--- config.mk ---
export PLATFORM = sky130hd
export DESIGN_NAME = pending_event_arbiter
export DESIGN_NICKNAME = d
export VERILOG_FILES = /design/src/rtl/pending_event_arbiter.sv
export SDC_FILE = /design/constraint.sdc
export NUM_CORES = 1
export LEC_CHECK = 0
export CORE_MARGIN = 2
export CORE_UTILIZATION = 40
export DETAILED_ROUTE_END_ITERATION = 8
export GPL_TIMING_DRIVEN = 0
export PLACE_DENSITY = 0.68
export SKIP_LAST_GASP = 1
export SYNTH_ARGS = -nofsm -noshare
export SYNTH_HDL_FRONTEND = slang
export SYNTH_SLANG_ARGS = --single-unit
--- constraint.sdc ---
create_clock -name clk -period 5.35 [get_ports clk]
set_input_delay 1.07 -clock clk [delete_from_list [all_inputs] [get_ports clk]]
set_output_delay 1.07 -clock clk [all_outputs]
set_load 0.01 [all_outputs]
--- src/rtl/pending_event_arbiter.sv ---
// pending_event_arbiter
// Collects single-cycle event pulses into a sticky pending bitmap and issues
// the highest-index pending event through a registered valid/ready slot.
// A pulse on a source that is already pending (and not being issued on the
// same edge) is lost and counted in a saturating drop counter.
module pending_event_arbiter #(
    parameter int WIDTH  = 8,
    parameter int DROP_W = 8
) (
    input  logic                     clk,
    input  logic                     reset,
    input  logic [WIDTH-1:0]         set_i,
    input  logic                     out_ready,
    output logic                     out_valid,
    output logic [$clog2(WIDTH)-1:0] out_idx,
    output logic [WIDTH-1:0]         pending_o,
    output logic [DROP_W-1:0]        drop_count
);

    localparam int IDX_W = $clog2(WIDTH);
    localparam int CNT_W = $clog2(WIDTH + 1);
    localparam int SUM_W = DROP_W + CNT_W;
    localparam logic [DROP_W-1:0] DROP_MAX = '1;

    logic [WIDTH-1:0]  pending_q, pending_d;
    logic              out_valid_q, out_valid_d;
    logic [IDX_W-1:0]  out_idx_q, out_idx_d;
    logic [DROP_W-1:0] drop_q, drop_d;

    logic [IDX_W-1:0]  sel_idx;
    logic              sel_any;
    logic              load;
    logic [WIDTH-1:0]  clr;
    logic [WIDTH-1:0]  drop_vec;
    logic [CNT_W-1:0]  drop_n;
    logic [SUM_W-1:0]  drop_sum;

    // Highest pending index wins: the ascending scan lets later hits override.
    always_comb begin
        sel_idx = '0;
        for (int i = 0; i < WIDTH; i++) begin
            if (pending_q[i]) begin
                sel_idx = IDX_W'(i);
            end
        end
        sel_any = |pending_q;
    end

    // Load a new event whenever the slot is empty or being accepted this edge.
    always_comb begin
        load = sel_any && (!out_valid_q || out_ready);
        clr  = '0;
        if (load) begin
            clr[sel_idx] = 1'b1;
        end
    end

    // Set is OR-ed in after the clear, so a set on the bit being issued re-pends it.
    always_comb begin
        pending_d = (pending_q & ~clr) | set_i;
    end

    // Count lost pulses this edge and add them with saturation.
    always_comb begin
        drop_vec = set_i & pending_q & ~clr;
        drop_n   = '0;
        for (int i = 0; i < WIDTH; i++) begin
            drop_n = drop_n + CNT_W'(drop_vec[i]);
        end
        drop_sum = SUM_W'(drop_q) + SUM_W'(drop_n);
        if (drop_sum > SUM_W'(DROP_MAX)) begin
            drop_d = DROP_MAX;
        end else begin
            drop_d = drop_sum[DROP_W-1:0];
        end
    end

    // Output slot: load beats drain; a stalled slot holds its index.
    always_comb begin
        out_valid_d = out_valid_q;
        out_idx_d   = out_idx_q;
        if (load) begin
            out_valid_d = 1'b1;
            out_idx_d   = sel_idx;
        end else if (out_ready) begin
            out_valid_d = 1'b0;
        end
    end

    // All state registers, cleared immediately on reset.
    always_ff @(posedge clk or posedge reset) begin
        if (reset) begin
            pending_q   <= '0;
            out_valid_q <= 1'b0;
            out_idx_q   <= '0;
            drop_q      <= '0;
        end else begin
            pending_q   <= pending_d;
            out_valid_q <= out_valid_d;
            out_idx_q   <= out_idx_d;
            drop_q      <= drop_d;
        end
    end

    assign out_valid  = out_valid_q;
    assign out_idx    = out_idx_q;
    assign pending_o  = pending_q;
    assign drop_count = drop_q;

endmodule

After elaboration in Yosys (flattened, before gate mapping)
Cells that the tools add are included.
- add/sub/neg operators: 8
- magnitude comparators: 3
- multiplexer cells: 13
- bitwise gates (word level): 5
- reduce and logical (&&, ||, !) cells: 6
- operators with widths (kind ; number):
    $and A8 B8 Y8 ; 3
    $add A4 B1 Y4 ; 4
    $mux W8 ; 2
    $mux W3 ; 5
    $add A8 B4 Y9 ; 1
    $gt A9 B8 Y1 const B ; 1
    $not A8 Y8 ; 1
    $or A8 B8 Y8 ; 1
    $reduce_or A8 Y1 ; 1
    $add A3 B1 Y4 ; 1
    $lt A3 B4 Y1 const B ; 1
    $mux W1 ; 4
    $add A2 B1 Y3 ; 1
    $demux W1 S3 ; 1
    $ge A3 B1 Y1 const B ; 1
    $add A1 B1 Y2 ; 1
    $logic_and A1 B1 Y1 ; 2
    $mux W2 ; 1
    $reduce_bool A2 Y1 ; 1
    $logic_not A1 Y1 ; 1
    $logic_or A1 B1 Y1 ; 1
- bits in registers: 20
- input bits: 11
- output and inout bits: 20
- word-level logic and storage cells: 39

Logic depth before layout (Yosys ltp)
- depth in word-level cells: 24
- depth in mapped cells: 17
- depth with buffers taken out: 16

Worst setup path after synthesis
OpenSTA, ideal clock, no wires.
- path type: input to register
- from: input port out_ready
- to: register drop_q[6] (netlist: drop_count[6])
- library setup time: 0.125 ns
- arrival time: 4.690 ns
- required time: 5.225 ns
- setup slack: 0.535 ns
- cell stages on the path: 17
- path buffers: 1
- path through: nor2b_2 -> clkbuf_4 -> nor2b_2 -> nand4_1 -> and3_1 -> fa_1 -> inv_1 -> fa_1 -> inv_1 -> fa_1 -> fa_1 -> inv_1 -> fa_1 -> nor2b_1 -> o31ai_1 -> nor2_1 -> mux2_2
- cells in the longest elaborated chain, start to end: 15
- RTL lines (what ; line ; text):
    from (decl) ; 13 ; input logic out_ready,
    $logic_or A1 B1 Y1 (*) ; 51 ; load = sel_any && (!out_valid_q || out_ready);
    $logic_and A1 B1 Y1 (*) ; 51 ;
    $mux W8 (*) ; 53 ; if (load) begin
    $not A8 Y8 (*) ; 65 ; drop_vec = set_i & pending_q & ~clr;
    $and A8 B8 Y8 (*) ; 65 ;
    $add A1 B1 Y2 ; 68 ; drop_n = drop_n + CNT_W'(drop_vec[i]);
    $add A2 B1 Y3 ; 68 ;
    $add A3 B1 Y4 ; 68 ;
    $add A4 B1 Y4 (3 in series) ; 68 ;
    $add A4 B1 Y4 (*) ; 68 ;
    $add A8 B4 Y9 (*) ; 70 ; drop_sum = SUM_W'(drop_q) + SUM_W'(drop_n);
    $gt A9 B8 Y1 ; 71 ; if (drop_sum > SUM_W'(DROP_MAX)) begin
    $mux W8 (*) ; 71 ;
    named net drop_d[6] ; 28 ; logic [DROP_W-1:0] drop_q, drop_d;
    to (signal assigned) ; 101 ; drop_q <= drop_d;
    to (decl) ; 28 ;
The timed path passes the listed nets; every way through them passes the cells marked *.
A chain may end at the register's enable or synchronous reset.

Worst setup path in the final report
Ends and elaborated chain as after synthesis.

==> results.ini <==
[timing]
setup_viol=0
setup_ws_ns=0.256
fmax_mhz=196
hold_violations=0
drv_slew=0
slew_headroom_pct=47.7
hold_ws_ns=0.511
fin_crit_ns=5.09
tns_ns=0
tightest_slew_ns=0.784
final.period_utilization_pct=95.2
skew_ns=0.00834
rsz0062_at_grt=no

[synth]
synth-simple-area-share_pct=17.6
yosysWarnings=0
ys_seq_elements=20
yosysUniqueCellTypes=34
synthMuxAreaShare_pct=1.79
syn_inst=114
async_flop_share_pct=100
synth_top_family_by_area=compound AO/OA/AOI/OAI gates
avgSynthCellArea_um2=10.4
ys.flop_type=dfrtp_1
synth_nets=136
synth-xor-area-share_pct=0.738
synthAdderAreaFrac_pct=14.8
syn_area_um2=1190
synth_compound_area_share_pct=18.2
ys_seq_area_share_pct=42.1
synth_edf_count=0

[placed_design]
place_area_um2=1530
post-dp-hpwl_um=1970
gp_congestion=0.741
dp_cells=175
dp_slack_ns=-0.232
io_buffers=30

[clock_network]
post_cts_buffers=0
clock_latency_ns=0.31
clk_pin_slew_ns=0.12
cts_buffer_depth=2
hold_buffers=0
cts_tree=yes
cts_sinks=20
cts_buffers=3
ctsHtreeMaxLevel=1
cts-root-buf=clkbuf_4

[global_routing]
top_usage_layer=met2
grt_pass1_vias=1002
grt_usage_pct=16.1
met3_usage_pct=2.86
use_met1_pct=19.1
overflow=0
antenna_found_initial=0
grt_max_degree=21
grt_pass1_wl_um=4200
grt_use_met2_pct=28.9

[cells_and_area]
postLayoutCoreUtil_pct=57.4
fin_nets=171
num_antenna_cells=0
syn_to_final_growth_pct=34.5
mostFrequentLayoutCells=clkdlybuf4s50_1, dfrtp_1, inv_1, nor2_1
design_area_um2=1600
stdcell_count=179
final_common_cell=clkdlybuf4s50_1
layout-drive-gt1-share_pct=10.8

[critical_path]
required_ns=5.56
slowest_delay_ns=0.55
arrival_ns=5.30
worst_setup_path_start_kind=primary input
path_class=primary input to flop
crit_path_end_kind=flop
crit_slowest_cell=fa_1
crit_chain=clkdlybuf4s50_1 > nor2b_2 > clkbuf_4 > nor2b_4 > nand4_1 > and3_4 > fa_1 > inv_1 > fa_1 > inv_1 > fa_1 > fa_2 > inv_1 > fa_2 > nor2b_2 > o31ai_1 > nor2_1 > mux2_2
crit_family=adder cells
cp_max_fo=9
cp_num_buf_inv=5

[floorplanning]
core_area_um2=2780
die_y_um=58.5
ios=31
row_count=19
die_x_um=58.5
start_util_pct=42.7
die_area_um2=3420

[detailed_routing]
drt_iter0_drc=7
drc=0
vias=973
dr.pass1.iters=4
drt.antenna.violating_nets=0
viasPerCell=5.44
wire_per_inst_um=14.1
routed_wirelength_um=2520

[pwr]
vdd_ir_drop_max_uv=468
p_leak_nw=0.675
powerDensity_nw_per_um2=482
finalPower_mw=0.769

[outcome]
outcome=completed

[min_path]
hold_path.class=flop to flop

[flow_run]
max-cap-violations=0

## metal layers
| metal | wire (um) | vias up |
|---|---|---|
| met2 | 1250 | 23 |
| met4 | 35 | 0 |
| met1 | 1120 | 474 |
| met5 | 0 | - |
| met3 | 116 | 5 |
| li1 | - | 471 |
## final cells by class
cell class	count	area (um2)
Clock buffer	3	22.5
Fill cell	265	1180
Tap cell	31	38.8
Clock inverter	1	30.0
Multi-Input combinational cell	80	648
Inverter	13	48.8
Buffer	1	7.51
Sequential cell	20	500
Timing Repair Buffer	30	300
## timing repair
item / CTS / global route
gates resized for setup: 0 / 5
endpoints found under the hold margin: 0 / 0
endpoints found under the setup margin: 0 / 3
## logic make-up after synthesis
group	after synthesis
AND/OR/NAND/NOR	35
AO/OA/AOI/OAI	31
flip-flops	20
buffers and inverters	14
adder cells (fa/ha/maj)	11
multiplexers	2
XOR/XNOR	1
## path summary, 6_finish.rpt
path / startpoint / end / slack [ns] / cells past startpoint
worst max-delay path: out_ready / drop_count[6] / 0.26 / 18
worst min-delay path: out_idx[1] / out_idx[1] / 0.51 / 1
worst max register to register: pending_o[7] / drop_count[6] / 0.78 / 16
worst min register to register: out_idx[1] / out_idx[1] / 0.51 / 1
max in group asynchronous: reset / drop_count[4] / 3.67 / 2
min in group asynchronous: reset / pending_o[1] / 1.19 / 2
## registers in the layout, indices dropped and copies added, names as in the netlist
signal and count:
out_idx 3, drop_count 8, out_valid 1, pending_o 8
## synthesized netlist by cell type (2+ instances only)
| cell | number | area share [%] |
|---|---|---|
| inv_1 | 13 | 4.1 |
| ha_1 | 6 | 6.3 |
| nand2b_1 | 6 | 3.2 |
| o21a_1 | 3 | 1.9 |
| a31oi_1 | 3 | 1.6 |
| nand2_1 | 4 | 1.3 |
| nor2b_2 | 2 | 1.5 |
| o21bai_1 | 2 | 1.3 |
| nor2_1 | 7 | 2.2 |
| a21o_1 | 4 | 2.5 |
| nand3_1 | 4 | 1.7 |
| fa_1 | 5 | 8.4 |
| a21oi_1 | 5 | 2.1 |
| and3_1 | 5 | 2.6 |
| dfrtp_1 | 20 | 42 |
| nor2b_1 | 2 | 1.1 |
| o21ai_0 | 6 | 2.5 |
## power by group
group	leakage, nW	switching [mW]	internal (mW)
sequential	0.204	0.0320	0.190
combinational	0.443	0.209	0.213
clock	0.0279	0.0490	0.0757
## worst register-to-register path: stages (launching register included)
cell	delay [ns]
dfrtp_1	0.48
nor4_4	0.37
nor2b_4	0.22
nand4_1	0.11
and3_4	0.22
fa_1	0.50
inv_1	0.06
fa_1	0.53
inv_1	0.06
fa_1	0.55
fa_2	0.22
inv_1	0.05
fa_2	0.34
nor2b_2	0.19
o31ai_1	0.11
nor2_1	0.13
mux2_2	0.33
Power figures use the tool's default switching activity.
